===== config.mk =====
export PLATFORM = sky130hd
export DESIGN_NAME = csel_adder_pipe_flat
export DESIGN_NICKNAME = d
export VERILOG_FILES = /design/src/rtl/adder_pkg.sv /design/src/rtl/csel_adder_pipe_if.sv /design/src/rtl/csel_adder_pipe_segment.sv /design/src/rtl/csel_adder_pipe.sv /design/src/flat_wrapper.sv
export SDC_FILE = /design/constraint.sdc
export NUM_CORES = 1
export LEC_CHECK = 0
export CAP_MARGIN = 20
export CORE_UTILIZATION = 52
export DETAILED_ROUTE_END_ITERATION = 6
export PLACE_DENSITY_LB_ADDON = 0.05
export SLEW_MARGIN = 10
export SYNTH_ARGS = -nofsm -noshare
export SYNTH_HDL_FRONTEND = slang
export SYNTH_SLANG_ARGS = --single-unit

===== constraint.sdc =====
create_clock -name clk -period 4.7 [get_ports clk]
set_input_delay 0.94 -clock clk [delete_from_list [all_inputs] [get_ports clk]]
set_output_delay 0.94 -clock clk [all_outputs]
set_load 0.02 [all_outputs]

===== src/rtl/adder_pkg.sv =====
// Shared helpers for the pipelined carry-select adder: segment count derivation,
// parameter legality check and the per-segment carry record.
package adder_pkg;

    function automatic int nseg(input int width, input int seg_w);
        return width / seg_w;
    endfunction

    function automatic bit width_ok(input int width, input int seg_w);
        return (seg_w >= 2) && (width % seg_w == 0) && (width / seg_w >= 2);
    endfunction

    // Carry-outs and carries into the segment MSB for the cin=0 / cin=1 candidates.
    typedef struct packed {
        logic co0;
        logic co1;
        logic m0;
        logic m1;
    } seg_carry_t;

endpackage


===== src/rtl/csel_adder_pipe_if.sv =====
// Operand/result handshake bundle for csel_adder_pipe; master drives operands, slave is the adder.
interface csel_adder_pipe_if #(
    parameter int WIDTH = 32
);
    logic             in_valid;
    logic             in_ready;
    logic [WIDTH-1:0] in_a;
    logic [WIDTH-1:0] in_b;
    logic             in_cin;
    logic             in_sub;
    logic             out_valid;
    logic             out_ready;
    logic [WIDTH-1:0] out_sum;
    logic             out_cout;
    logic             out_ovf;

    modport master (
        output in_valid, in_a, in_b, in_cin, in_sub, out_ready,
        input  in_ready, out_valid, out_sum, out_cout, out_ovf
    );

    modport slave (
        input  in_valid, in_a, in_b, in_cin, in_sub, out_ready,
        output in_ready, out_valid, out_sum, out_cout, out_ovf
    );
endinterface


===== src/rtl/csel_adder_pipe_segment.sv =====
// One carry-select segment: both candidate sums plus their carry-out and carry into the MSB.
module csel_segment
    import adder_pkg::*;
#(
    parameter int SEG_W = 8
) (
    input  logic [SEG_W-1:0] a_i,
    input  logic [SEG_W-1:0] b_i,
    output logic [SEG_W-1:0] s0_o,
    output logic [SEG_W-1:0] s1_o,
    output seg_carry_t       c_o
);
    logic [SEG_W:0] full0;
    logic [SEG_W:0] full1;

    assign full0 = {1'b0, a_i} + {1'b0, b_i};
    assign full1 = {1'b0, a_i} + {1'b0, b_i} + {{SEG_W{1'b0}}, 1'b1};

    assign s0_o = full0[SEG_W-1:0];
    assign s1_o = full1[SEG_W-1:0];

    // Carry into the MSB falls out of the MSB sum bit: s = a ^ b ^ cin.
    assign c_o.co0 = full0[SEG_W];
    assign c_o.co1 = full1[SEG_W];
    assign c_o.m0  = full0[SEG_W-1] ^ a_i[SEG_W-1] ^ b_i[SEG_W-1];
    assign c_o.m1  = full1[SEG_W-1] ^ a_i[SEG_W-1] ^ b_i[SEG_W-1];
endmodule


===== src/rtl/csel_adder_pipe.sv =====
// Two-stage pipelined carry-select adder/subtractor: stage 1 forms per-segment candidates,
// stage 2 ripples the carry across segments only. Bubble-collapsing valid/ready flow control.
module csel_adder_pipe
    import adder_pkg::*;
#(
    parameter int WIDTH = 32,
    parameter int SEG_W = 8
) (
    input  logic             clk,
    input  logic             rst,
    csel_adder_pipe_if.slave bus
);
    localparam int NSEG = nseg(WIDTH, SEG_W);

    generate
        if (!width_ok(WIDTH, SEG_W)) begin : g_bad_params
            $error("csel_adder_pipe: WIDTH must be a multiple of SEG_W with at least 2 segments");
        end
    endgenerate

    typedef struct packed {
        logic [SEG_W-1:0] s0;
        logic [SEG_W-1:0] s1;
        seg_carry_t       c;
    } seg_cand_t;

    logic             s1_en;
    logic             s2_en;
    logic             in_fire;
    logic [WIDTH-1:0] b_eff;
    logic             c0;
    logic [SEG_W:0]   seg0_full;
    logic             seg0_m;
    seg_cand_t        cand_d [1:NSEG-1];

    logic             s1_valid_q;
    logic [SEG_W-1:0] seg0_sum_q;
    logic             seg0_co_q;
    logic             seg0_m_q;
    seg_cand_t        cand_q [1:NSEG-1];

    logic [WIDTH-1:0] sum_d;
    logic             cout_d;
    logic             ovf_d;
    logic             carry;
    logic             msb_cin;
    logic             s2_valid_q;
    logic [WIDTH-1:0] sum_q;
    logic             cout_q;
    logic             ovf_q;

    assign s2_en   = ~s2_valid_q | bus.out_ready;
    assign s1_en   = ~s1_valid_q | s2_en;
    assign in_fire = bus.in_valid & s1_en;

    assign b_eff = bus.in_sub ? ~bus.in_b : bus.in_b;
    assign c0    = bus.in_sub | bus.in_cin;

    // Segment 0 sees the real carry-in, so it needs only one adder.
    assign seg0_full = {1'b0, bus.in_a[SEG_W-1:0]} + {1'b0, b_eff[SEG_W-1:0]}
                     + {{SEG_W{1'b0}}, c0};
    assign seg0_m    = seg0_full[SEG_W-1] ^ bus.in_a[SEG_W-1] ^ b_eff[SEG_W-1];

    genvar gi;
    generate
        for (gi = 1; gi < NSEG; gi++) begin : g_seg
            logic [SEG_W-1:0] s0;
            logic [SEG_W-1:0] s1;
            seg_carry_t       c;

            csel_segment #(.SEG_W(SEG_W)) u_seg (
                .a_i  (bus.in_a[gi*SEG_W +: SEG_W]),
                .b_i  (b_eff[gi*SEG_W +: SEG_W]),
                .s0_o (s0),
                .s1_o (s1),
                .c_o  (c)
            );

            assign cand_d[gi] = '{s0: s0, s1: s1, c: c};
        end
    endgenerate

    always_ff @(posedge clk) begin
        if (rst) begin
            s1_valid_q <= 1'b0;
        end else if (s1_en) begin
            s1_valid_q <= bus.in_valid;
        end
    end

    always_ff @(posedge clk) begin
        if (in_fire) begin
            seg0_sum_q <= seg0_full[SEG_W-1:0];
            seg0_co_q  <= seg0_full[SEG_W];
            seg0_m_q   <= seg0_m;
            cand_q     <= cand_d;
        end
    end

    // msb_cin is overwritten per segment, so it ends up holding the top segment's value.
    always_comb begin
        sum_d              = '0;
        sum_d[SEG_W-1:0]   = seg0_sum_q;
        carry              = seg0_co_q;
        msb_cin            = seg0_m_q;
        for (int k = 1; k < NSEG; k++) begin
            if (carry) begin
                sum_d[k*SEG_W +: SEG_W] = cand_q[k].s1;
                msb_cin                 = cand_q[k].c.m1;
                carry                   = cand_q[k].c.co1;
            end else begin
                sum_d[k*SEG_W +: SEG_W] = cand_q[k].s0;
                msb_cin                 = cand_q[k].c.m0;
                carry                   = cand_q[k].c.co0;
            end
        end
        cout_d = carry;
        ovf_d  = msb_cin ^ carry;
    end

    always_ff @(posedge clk) begin
        if (rst) begin
            s2_valid_q <= 1'b0;
            sum_q      <= '0;
            cout_q     <= 1'b0;
            ovf_q      <= 1'b0;
        end else if (s2_en) begin
            s2_valid_q <= s1_valid_q;
            if (s1_valid_q) begin
                sum_q  <= sum_d;
                cout_q <= cout_d;
                ovf_q  <= ovf_d;
            end
        end
    end

    assign bus.in_ready  = s1_en;
    assign bus.out_valid = s2_valid_q;
    assign bus.out_sum   = sum_q;
    assign bus.out_cout  = cout_q;
    assign bus.out_ovf   = ovf_q;
endmodule


===== src/flat_wrapper.sv =====
// flat-port wrapper written by rule: the top's interface ports become plain ports
module csel_adder_pipe_flat import adder_pkg::*;
#(
    parameter int WIDTH = 32,
    parameter int SEG_W = 8
)
  (clk, rst, bus_in_valid, bus_in_a, bus_in_b, bus_in_cin, bus_in_sub, bus_out_ready, bus_in_ready, bus_out_valid, bus_out_sum, bus_out_cout, bus_out_ovf);
  csel_adder_pipe_if #(.WIDTH(WIDTH)) bus_i ();
  input  logic clk;
  input  logic rst;
  input wire logic [$bits(bus_i.in_valid)-1:0] bus_in_valid;
  input wire logic [$bits(bus_i.in_a)-1:0] bus_in_a;
  input wire logic [$bits(bus_i.in_b)-1:0] bus_in_b;
  input wire logic [$bits(bus_i.in_cin)-1:0] bus_in_cin;
  input wire logic [$bits(bus_i.in_sub)-1:0] bus_in_sub;
  input wire logic [$bits(bus_i.out_ready)-1:0] bus_out_ready;
  output wire logic [$bits(bus_i.in_ready)-1:0] bus_in_ready;
  output wire logic [$bits(bus_i.out_valid)-1:0] bus_out_valid;
  output wire logic [$bits(bus_i.out_sum)-1:0] bus_out_sum;
  output wire logic [$bits(bus_i.out_cout)-1:0] bus_out_cout;
  output wire logic [$bits(bus_i.out_ovf)-1:0] bus_out_ovf;
  assign bus_i.in_valid = bus_in_valid;
  assign bus_i.in_a = bus_in_a;
  assign bus_i.in_b = bus_in_b;
  assign bus_i.in_cin = bus_in_cin;
  assign bus_i.in_sub = bus_in_sub;
  assign bus_i.out_ready = bus_out_ready;
  assign bus_in_ready = bus_i.in_ready;
  assign bus_out_valid = bus_i.out_valid;
  assign bus_out_sum = bus_i.out_sum;
  assign bus_out_cout = bus_i.out_cout;
  assign bus_out_ovf = bus_i.out_ovf;
  csel_adder_pipe #(.WIDTH(WIDTH), .SEG_W(SEG_W)) u_core (.clk(clk), .rst(rst), .bus(bus_i));
endmodule

---- Yosys cells after proc, flatten, opt, wreduce, memory -nomap -nowiden ----
Index checks and enable logic that the tools add are counted.
W data, S select, Z words.
word-level totals
  bits in registers ....................... 101
  output and inout bits ................... 36
  input port bits ......................... 70
  word-level logic and storage cells ...... 50
cells by class
  reductions and logical operators ........ 1
  add/subtract/negate cells ............... 8
  bitwise logic cells ..................... 12
  multiplexer cells ....................... 8
operators by type and width
  kind                   number
  $add A8 B8 Y9          4
  $mux W32               1
  $not A32 Y32           1
  $add A9 B1 Y9 const B  3
  $mux W8                3
  $add A9 B1 Y9          1
  $xor A1 B1 Y1          5
  $mux W1                4
  $or A1 B1 Y1           3
  $not A1 Y1             2
  $reduce_and A2 Y1      1
  $and A1 B1 Y1          1

---- Logic depth before layout (Yosys ltp) ----
Gate-level depths: netlist of run 1.
  word-level depth ........................ 6
  gate-level depth with buffers ........... 12
  depth with buffers taken out ............ 10

---- Hierarchy ----
A second synthesis of run 1 with hierarchy kept.
unflattened totals
  cells, all modules ...................... 489
  area total of the unflattened synthesis .. 5564.1 µm²
by module, submodules not included
  module                                     area an instance (µm²)  seq. area each (µm²)  times used  cells an instance
  csel_adder_pipe                            4134.0                  2672.6                1           313
  csel_segment at u_core.g_seg[1].u_seg ...  470.5                   0.0                   2           58
  csel_segment at u_core.g_seg[3].u_seg      489.2                   0.0                   1           60

---- Worst setup path after synthesis of run 1 ----
OpenSTA, ideal clock, no wires.
  kind .................................... input to register
  start point ............................. input bus_in_sub
  end point ............................... register u_core.cand_q[2] (netlist bit) (data pin)
  data required time ...................... 4433 ps
  setup time .............................. 267 ps
  buffers on the path ..................... 2
  path slack .............................. 804 ps
  stages on the path ...................... 12
  arrival time ............................ 3629 ps
  path through ............................ clkbuf_1 > buf_1 > xor2_1 > ha_1 > inv_1 > fa_1 > inv_1 > ha_1 > and4b_1 > or3b_1 > nor4b_2 > xor2_1
RTL lines
  what                  line                   source
  start, declared       flat_wrapper.sv:15     input wire logic [$bits(bus_i.in_sub)-1:0] bus_in_sub;
  end signal, assigned  csel_adder_pipe.sv:96  cand_q <= cand_d;
  end, declared         csel_adder_pipe.sv:40  seg_cand_t cand_q [1:NSEG-1];

==> run summary, run 1 <==
The global routing usage summed across all routing layers is 0.191. In this run the remaining antenna-violating nets after routing total 0. The mapped netlist covers around 5500 µm². STA classifies the critical path startpoint as a primary input. Among cell families on the critical path, the largest total delay comes from simple AND/OR/NAND/NOR gates.

After clock tree synthesis, the repair step resized 0 gates. The required arrival time at the worst endpoint came out at slightly below 5000 ps. The post-cts hold buffer count came out at 0. The area of the die is 11000 µm².

Measured along the x axis, the die boundary spans 105 µm. Setup slack on the worst reg-to-reg path comes out at 2420 ps. Of the cells placed in the final design, the portion with a size suffix greater than 1 is 0.0581. The final number of max-transition violations is 0. The number of cell instances on the worst register-to-register path is 5. The final-report setup violation count came out at 0. The later pin in the worst-skew pair is clocked with a latency of 370 ps.

The row count is 37. The H-tree generated during clock tree synthesis spans 3 levels. The critical-path maximum fanout came out at 3. The DRC violation total after the first TritonRoute iteration is 97. Among all stages on the critical path, the largest delay is contributed by sky130_fd_sc_hd__clkdlybuf4s50_1.

The number of DRC violations after detailed routing came out at 0. In this design, the stage delay of the slowest critical-path cell is 500 ps. The number of flip-flops and latches in the synthesized netlist is 101. Across the run, the number of max-cap violations was 0. The number of antenna violations at the first check in global routing was 0. The number of distinct library cells after synthesis is 53.

The buffers inserted during post-CTS setup optimization came out at 0. The clock tree buffer depth is 2. The main flop type after synthesis is sky130_fd_sc_hd__edfxtp_1. The clock net sink count is around 100.

The transition time of the tightest slew-check pin came out at 816 ps. The number of global-route vias before repair came out at 3609. The first global-routing pass estimated 16500 µm of wire.

The worst setup path is captured at a register. The largest net degree at the start of global routing is 37. The type of the worst setup path is primary input to register.

The via count of the routed design is 3832. The final clock period utilization by the worst path is 0.745. The cell area reported after detailed placement came out at 6690 µm².

Leaving out fill and tap cells, the most frequent cell in the layout is sky130_fd_sc_hd__clkdlybuf4s50_1. The number of top-level pins came out at 106. The count of nets after finishing came out at 707. The worst endpoint data arrival time came out at ~3600 ps. The number of flops mapped to enable cells by yosys is 65. The power density normalized to cell area came out at 351 nW/µm².

Between clock sinks in the finished design, the worst skew comes to 8.21 ps. The sum of buffers and inverters on the critical path came out at 3. The gate count of the mapped netlist came out at 493. Walking the worst path, the cells encountered are clkdlybuf4s50_1 -> xor2_1 -> ha_1 -> inv_1 -> fa_1 -> inv_1 -> ha_1 -> and4b_1 -> or3b_1 -> nor4b_2 -> xor2_1. The flow ran to the end, and the final reports show no timing, DRC or antenna violations. The aggregate negative setup slack is 0 ps. The initial core utilization came out at 0.534. The post-place setup slack is 812 ps. The yosys synthesis warning count came out at 0. Relative to the synthesized area, the layout overhead comes to 25.4%. The tightest hold path in the finished design has a slack of 461 ps.

Each instance of the synthesized netlist takes up on average 11.1 µm². In this run the vertical extent of the chip is 105 µm. In this run the static leakage power is 2.69 nW. Setup repair after global routing left no endpoint under its margin. The post-detailed-routing wire length is 9900 µm. The number of hold violations in the final report came out at 0. The sequential share of the synthesized area came out at 0.487.

In this run, CTS created clock tree buffers numbering 9. The minimum period implied by the final worst setup slack came out at 3500 ps. In the final routed layout, each cell accounts on average for 13.4 µm. Once detailed placement completed, the half-perimeter wirelength came to 7540 µm. The post-route worst setup slack is 1200 ps. In the routed layout, each cell is associated on average with a via count of 5.19. The headroom to the max-slew limit came out at 0.456. The root buffer cell is sky130_fd_sc_hd__clkbuf_8.

The library cells used most frequently in the layout, excluding fill and tap cells, are 104 x sky130_fd_sc_hd__clkdlybuf4s50_1, 65 x sky130_fd_sc_hd__edfxtp_1, 51 x sky130_fd_sc_hd__nor2_1. Routability-driven placement finished with a final weighted congestion of 0.871. The upper clock frequency limit is 0.285 GHz. The core outline area came out at 10300 µm².

The clock-pin slew of the registers on the worst-case setup and hold paths came out at 100 ps. During placement, the flow inserted port buffers numbering about 110. Global routing finished with a remaining overflow of 0.

The logic depth of the worst setup path including buffers is 11. The final instance area is 6880 µm². The worst hold path belongs to the class register to register.

After synthesis, the share of flip-flops with an asynchronous set or reset is 0. The count of inserted antenna diode cells came out at 0. The number of cells on the worst hold path came out at 2.

IR analysis of the VDD net gives a maximum drop of roughly 0.00015 V. The total iterations of the first detailed-routing run came out at 4. The net count of the mapped netlist came out at 603. The clock tree from TritonCTS is yes.
[worst reg2reg max path: cells and delay by family (launching register included)]
kind	cells	cell delay, ps
buffers and inverters	1	240
flip-flops	1	720
AO/OA/AOI/OAI	1	90
multiplexers	3	1080
[cells in the mapped netlist (all sizes together) (2+ instances only)]
library cell   n  area [µm²]
xor2          47         412
fa             5         100
nand2b         5        31.3
nand3b         2        15.0
and3           2        12.5
mux2i         27         283
inv           24        90.1
nand3          6        30.0
or3            2        12.5
ha            35         438
edfxtp        65        1950
nand4          3        18.8
a21oi         22         114
o21ai         18        90.1
nor3           5        30.0
o21bai         2        15.0
nor2b          5        31.3
and4b          2        20.0
clkbuf        12        45.0
buf            6        31.3
a211oi        29         218
dfxtp         36         721
o21a           4        31.3
o211ai         3        22.5
nor4           2        12.5
nor4b          2        30.0
and4           2        17.5
a21boi         2        18.8
xnor2         29         262
nor2          51         191
nand2         25        93.8
[sequential cells by signal, summed over array words and instances, names as in the netlist]
| signal | count |
|---|---|
| u_core.bus.out_valid | 1 |
| u_core.seg0_co_q | 1 |
| u_core.bus.out_sum | 32 |
| u_core.cand_q | 56 |
| u_core.s1_valid_q | 1 |
| u_core.bus.out_cout | 1 |
| u_core.seg0_sum_q | 8 |
| u_core.bus.out_ovf | 1 |
[per-stage QoR]
stage | cells | power (W) | util
final | 738 | 0.00242 | 0.670
after global routing | 738 | 0.00256 | 0.670
after CTS | 738 | 0.00244 | 0.670
after detailed placement | 722 | 0.00190 | 0.650
after global placement | 722 | 0.00188 | 0.650
after floorplan | 493 | 0.00169 | -
[cells by family after synthesis]
kind of cell	after synthesis	share of synthesized area
adders and majority gates	40	0.0980
muxes	27	0.0515
xor gates and xnor gates	76	0.123
AOI/OAI and AO/OA	87	0.103
buffers and inverters	42	0.0303
DFF	101	0.487
and+or+nand+nor	120	0.108
[worst paths after layout]
path | end | start
worst max-delay path | u_core.cand_q[2]$_DFFE_PP_ | bus_in_b[24]
worst max register to register | u_core.bus.out_sum[29]$_SDFFE_PP0P_ | u_core.seg0_co_q$_DFFE_PP_
worst min-delay path | u_core.bus.out_sum[0]$_SDFFE_PP0P_ | u_core.bus.out_sum[0]$_SDFFE_PP0P_
worst min register to register | u_core.bus.out_sum[0]$_SDFFE_PP0P_ | u_core.bus.out_sum[0]$_SDFFE_PP0P_
[final cells by class]
type / count / area (µm²)
Tap cell: 136 / 170
Multi-Input combinational cell: 350 / 2660
Inverter: 24 / 90.1
Clock buffer: 10 / 149
Fill cell: 820 / 3390
Timing Repair Buffer: 111 / 1090
Sequential cell: 101 / 2670
Clock inverter: 6 / 50.0
[power by group]
part | switching (W) | internal, W
sequential | 0.0000474 | 0.00113
combinational | 0.000363 | 0.000338
clock | 0.000310 | 0.000232
total | 0.000721 | 0.00170
[per-layer routing]
layer	vias to the layer above	wire [µm]	GRT usage
met5	-	0	0
met2	90	5080	0.337
li1	1972	-	-
met1	1754	4220	0.232
met4	0	197	0.0825
met3	16	398	0.0262
Power figures use the tool's default switching activity.
==> run 2, diff against run 1 <==
Settings changed: CORE_UTILIZATION 52 to 47.
Clock period 4.7 ns to 3.2 ns, I/O delays scaled along.
==> run 2 against run 1 <==
Clock skew fell by 3.6 ps; first-iteration DRC count did not move; clock power rose by 88%; sequential power rose by 47%; sequential share of layout area fell by 2.3 points; power rose by 63%; count of clock-buffer cells in the layout rose by 3; combinational power rose by 70%; via count rose by 3.2%; flip-flop and latch count did not move; global-route usage fell by 1.3 points; die area rose by 10%; largest power group unchanged.
==> run summary, run 2 (same netlist as run 1, synthesis figures left out) <==
The run finished with clean final reports. The cell area reported after detailed placement is 7000 µm² (+4.8%). The antenna violation net count after detailed routing is 0 (unchanged).

Following the worst setup path forward leads to its endpoint at u_core.cand_q[2]$_DFFE_PP_. The endpoint identified for the worst register-to-register timing path is u_core.bus.out_sum[27]$_SDFFE_PP0P_. The post-detailed-routing wire length is 10200 µm (+2.8%). The critical-path maximum fanout is 2 (-1). The row count was 39 (+5.4%).

The clock-pin slew of the registers on the worst-case setup and hold paths came out at 60 ps (-40 ps). The type of the worst setup path is primary input to register. The layout-stage area growth over the synthesis result is 33.1%. The delay of the slowest critical-path stage came out at 490 ps (about the same). The clock net sink count is 101 (unchanged). The transition time of the tightest slew-check pin is 635 ps (-181 ps). The sum of internal, switching and leakage power is 0.00393 W (+63%). The largest net degree at the start of global routing is 60 (+62%). The number of top-level pins is 106 (unchanged).

The upper clock frequency limit came out at 0.320 GHz. The slack of the worst reg-to-reg path came out at 1200 ps (-1220 ps). The worst endpoint data arrival time came to 3210 ps (-410 ps). The clock tree buffer depth is 2 (unchanged).

The count of port buffers added during placement came out at 105 (unchanged). The headroom to the max-slew limit is 0.576 (+0.121). The power density normalized to cell area came to 538 nW/µm² (+53%). The count of nets after finishing is 747 (+5.7%). The max capacitance violation total was 0 (unchanged).

The final clock period utilization by the worst path is 0.976. The register with the most flip-flops is u_core.cand_q. Counting I/O delays and the setup requirement, the final critical path takes approximately 3100 ps. Traced cell by cell, the critical path runs through clkdlybuf4s50_1 -> xor2_1 -> ha_2 -> inv_1 -> fa_1 -> inv_2 -> ha_2 -> and4b_1 -> or3b_4 -> nor4b_4 -> xor2_1.

The fraction of layout cells with a size suffix above 1 came out at 0.115 (+0.0573). Leaving out fill and tap cells, the most frequent cell in the layout is sky130_fd_sc_hd__clkdlybuf4s50_1. The number of global-route vias before repair came out at 3703 (+2.6%). The routability-driven placement congestion ratio came out at 0.840 (-3.6%). The final global-route overflow total is 0 (unchanged). The via count of the routed design is 3953 (+3.2%). The final-report setup violation count was 0 (unchanged).

The number of antenna violations at the first check in global routing came out at 0 (unchanged). The core outline area is 11400 µm² (+11%). The placed wire-length estimate came out at 7860 µm (+4.2%).

The height of the die was 110 µm (+5.1%). The die span in x is 110 µm (+5.1%). The root buffer cell is sky130_fd_sc_hd__clkbuf_16. The area of the die is 12100 µm² (+10%). The first-pass GRT wire length is 16200 µm (-1.6%). The final instance area was 7310 µm² (+6.2%). Among all stages on the critical path, the largest delay is contributed by sky130_fd_sc_hd__clkdlybuf4s50_1. Leaving out fill and tap cells, the most frequent cells in the layout are 104 x sky130_fd_sc_hd__clkdlybuf4s50_1, 65 x sky130_fd_sc_hd__edfxtp_1, 51 x sky130_fd_sc_hd__nor2_1. The maximum resistive drop on vdd came out at 0.000338 V (+120%). The min-delay analysis places its worst path in the category register to register. The number of DRC violations after detailed routing came out at 0 (unchanged).

The count of placed standard cells in the final layout, fillers left out came out at 784 (+6.2%). The startpoint of the worst register-to-register path is u_core.seg0_co_q$_DFFE_PP_. The DRC violation total after the first TritonRoute iteration is 97 (unchanged). The worst setup path is captured at a register.

The number of cell instances on the worst register-to-register path is 6 (+1). The cell total after placement was 767 (+6.2%). TritonCTS built the clock tree. The standby leakage power came to 2.93 nW (+9.0%). The total iterations of the first detailed-routing run came to 4 (unchanged).

The clock insertion delay at the later pin of the skew report was 340 ps (-30 ps). The initial core utilization came to 0.481 (-0.0534). The number of hold violations in the final report was 0 (unchanged).

The global routing usage summed across all routing layers came to 0.177 (-0.0135). The count of inserted antenna diode cells came to 0 (unchanged). The deepest level of the CTS H-tree is 3 (unchanged). The final number of max-transition violations is 0 (unchanged). The CTS buffer count came out at 9 (unchanged). The required arrival time at the worst endpoint came out at 3290 ps (-1530 ps). The share of the core filled with cells in the final layout is 0.640 (-0.0296). The number of cells on the worst hold path is 2 (unchanged). The worst setup path startpoint is bus_in_b[24]. The via-per-instance ratio came out at 5.04 (-2.9%). The setup clock skew after layout is 4.56 ps (-3.65 ps). The flip-flop count of the largest register, all copies and words added is 56 (unchanged). STA classifies the critical path startpoint as a primary input. The detail-routed net length per standard cell came out at 13.0 µm (-3.2%).
run 2: changes by cell type in the layout (fill, tap and decap cells not counted), sizes merged:
cell	delta
buf	+40
clkbuf	+3
inv	-3
bufinv	+1
clkinv	-1
clkinvlp	-1
run 2: final cells by class:
class | instances | area, µm²
fill | 946 | 4110
multi-input combinational | 350 | 2680
sequential | 101 | 2670
timing repair buffer | 151 | 1420
clock buffer | 13 | 240
tap | 143 | 179
inverter | 24 | 90.1
clock inverter | 2 | 35.0
run 2: where the power goes:
part	switching, W	internal, W
Sequential	0.0000604	0.00166
Combinational	0.000577	0.000616
Clock	0.000419	0.000601
run 2: stage by stage:
stage / worst slack [ps] / setup TNS [ps] / hold slack [ps]
finish: 76.1 / 0 / 457
global route: -9.39 / -9.39 / 468
CTS: 28.1 / 0 / 458
detailed placement: -324 / -791 / 450
global placement: -252 / -305 / 451
floorplan: -111 / -111 / 471
run 2: repair_timing:
action / in CTS / in global routing
gates resized for setup: 0 / 5
hold buffers: 0 / 0
endpoints found under the setup margin: 0 / 1
buffers inserted: 0 / 2
run 2: how the worst min path moves through the flow:
stage / start / to / slack (ps)
after global routing: u_core.bus.out_sum[2]$_SDFFE_PP0P_ / u_core.bus.out_sum[2]$_SDFFE_PP0P_ / 470
after CTS: u_core.bus.out_sum[2]$_SDFFE_PP0P_ / u_core.bus.out_sum[2]$_SDFFE_PP0P_ / 460
after global placement: u_core.bus.out_sum[3]$_SDFFE_PP0P_ / u_core.bus.out_sum[3]$_SDFFE_PP0P_ / 450
final: u_core.bus.out_sum[2]$_SDFFE_PP0P_ / u_core.bus.out_sum[2]$_SDFFE_PP0P_ / 460
after detailed placement: u_core.bus.out_sum[2]$_SDFFE_PP0P_ / u_core.bus.out_sum[2]$_SDFFE_PP0P_ / 450
after floorplan: u_core.seg0_sum_q[0]$_DFFE_PP_ / u_core.bus.out_sum[0]$_SDFFE_PP0P_ / 470
run 2: per-layer routing:
layer,track usage,vias up,part of all wire
li1,-,2046,-
met1,0.189,1830,0.40
met2,0.336,67,0.54
met3,0.0441,10,0.044
met4,0.0648,0,0.015
met5,0,-,0
run 2: critical path: cells and delay by family:
kind / cells / cell delay, ps
simple gates: 3 / 850
xor+xnor: 2 / 270
fa+ha+maj: 3 / 830
buf+inv: 3 / 620
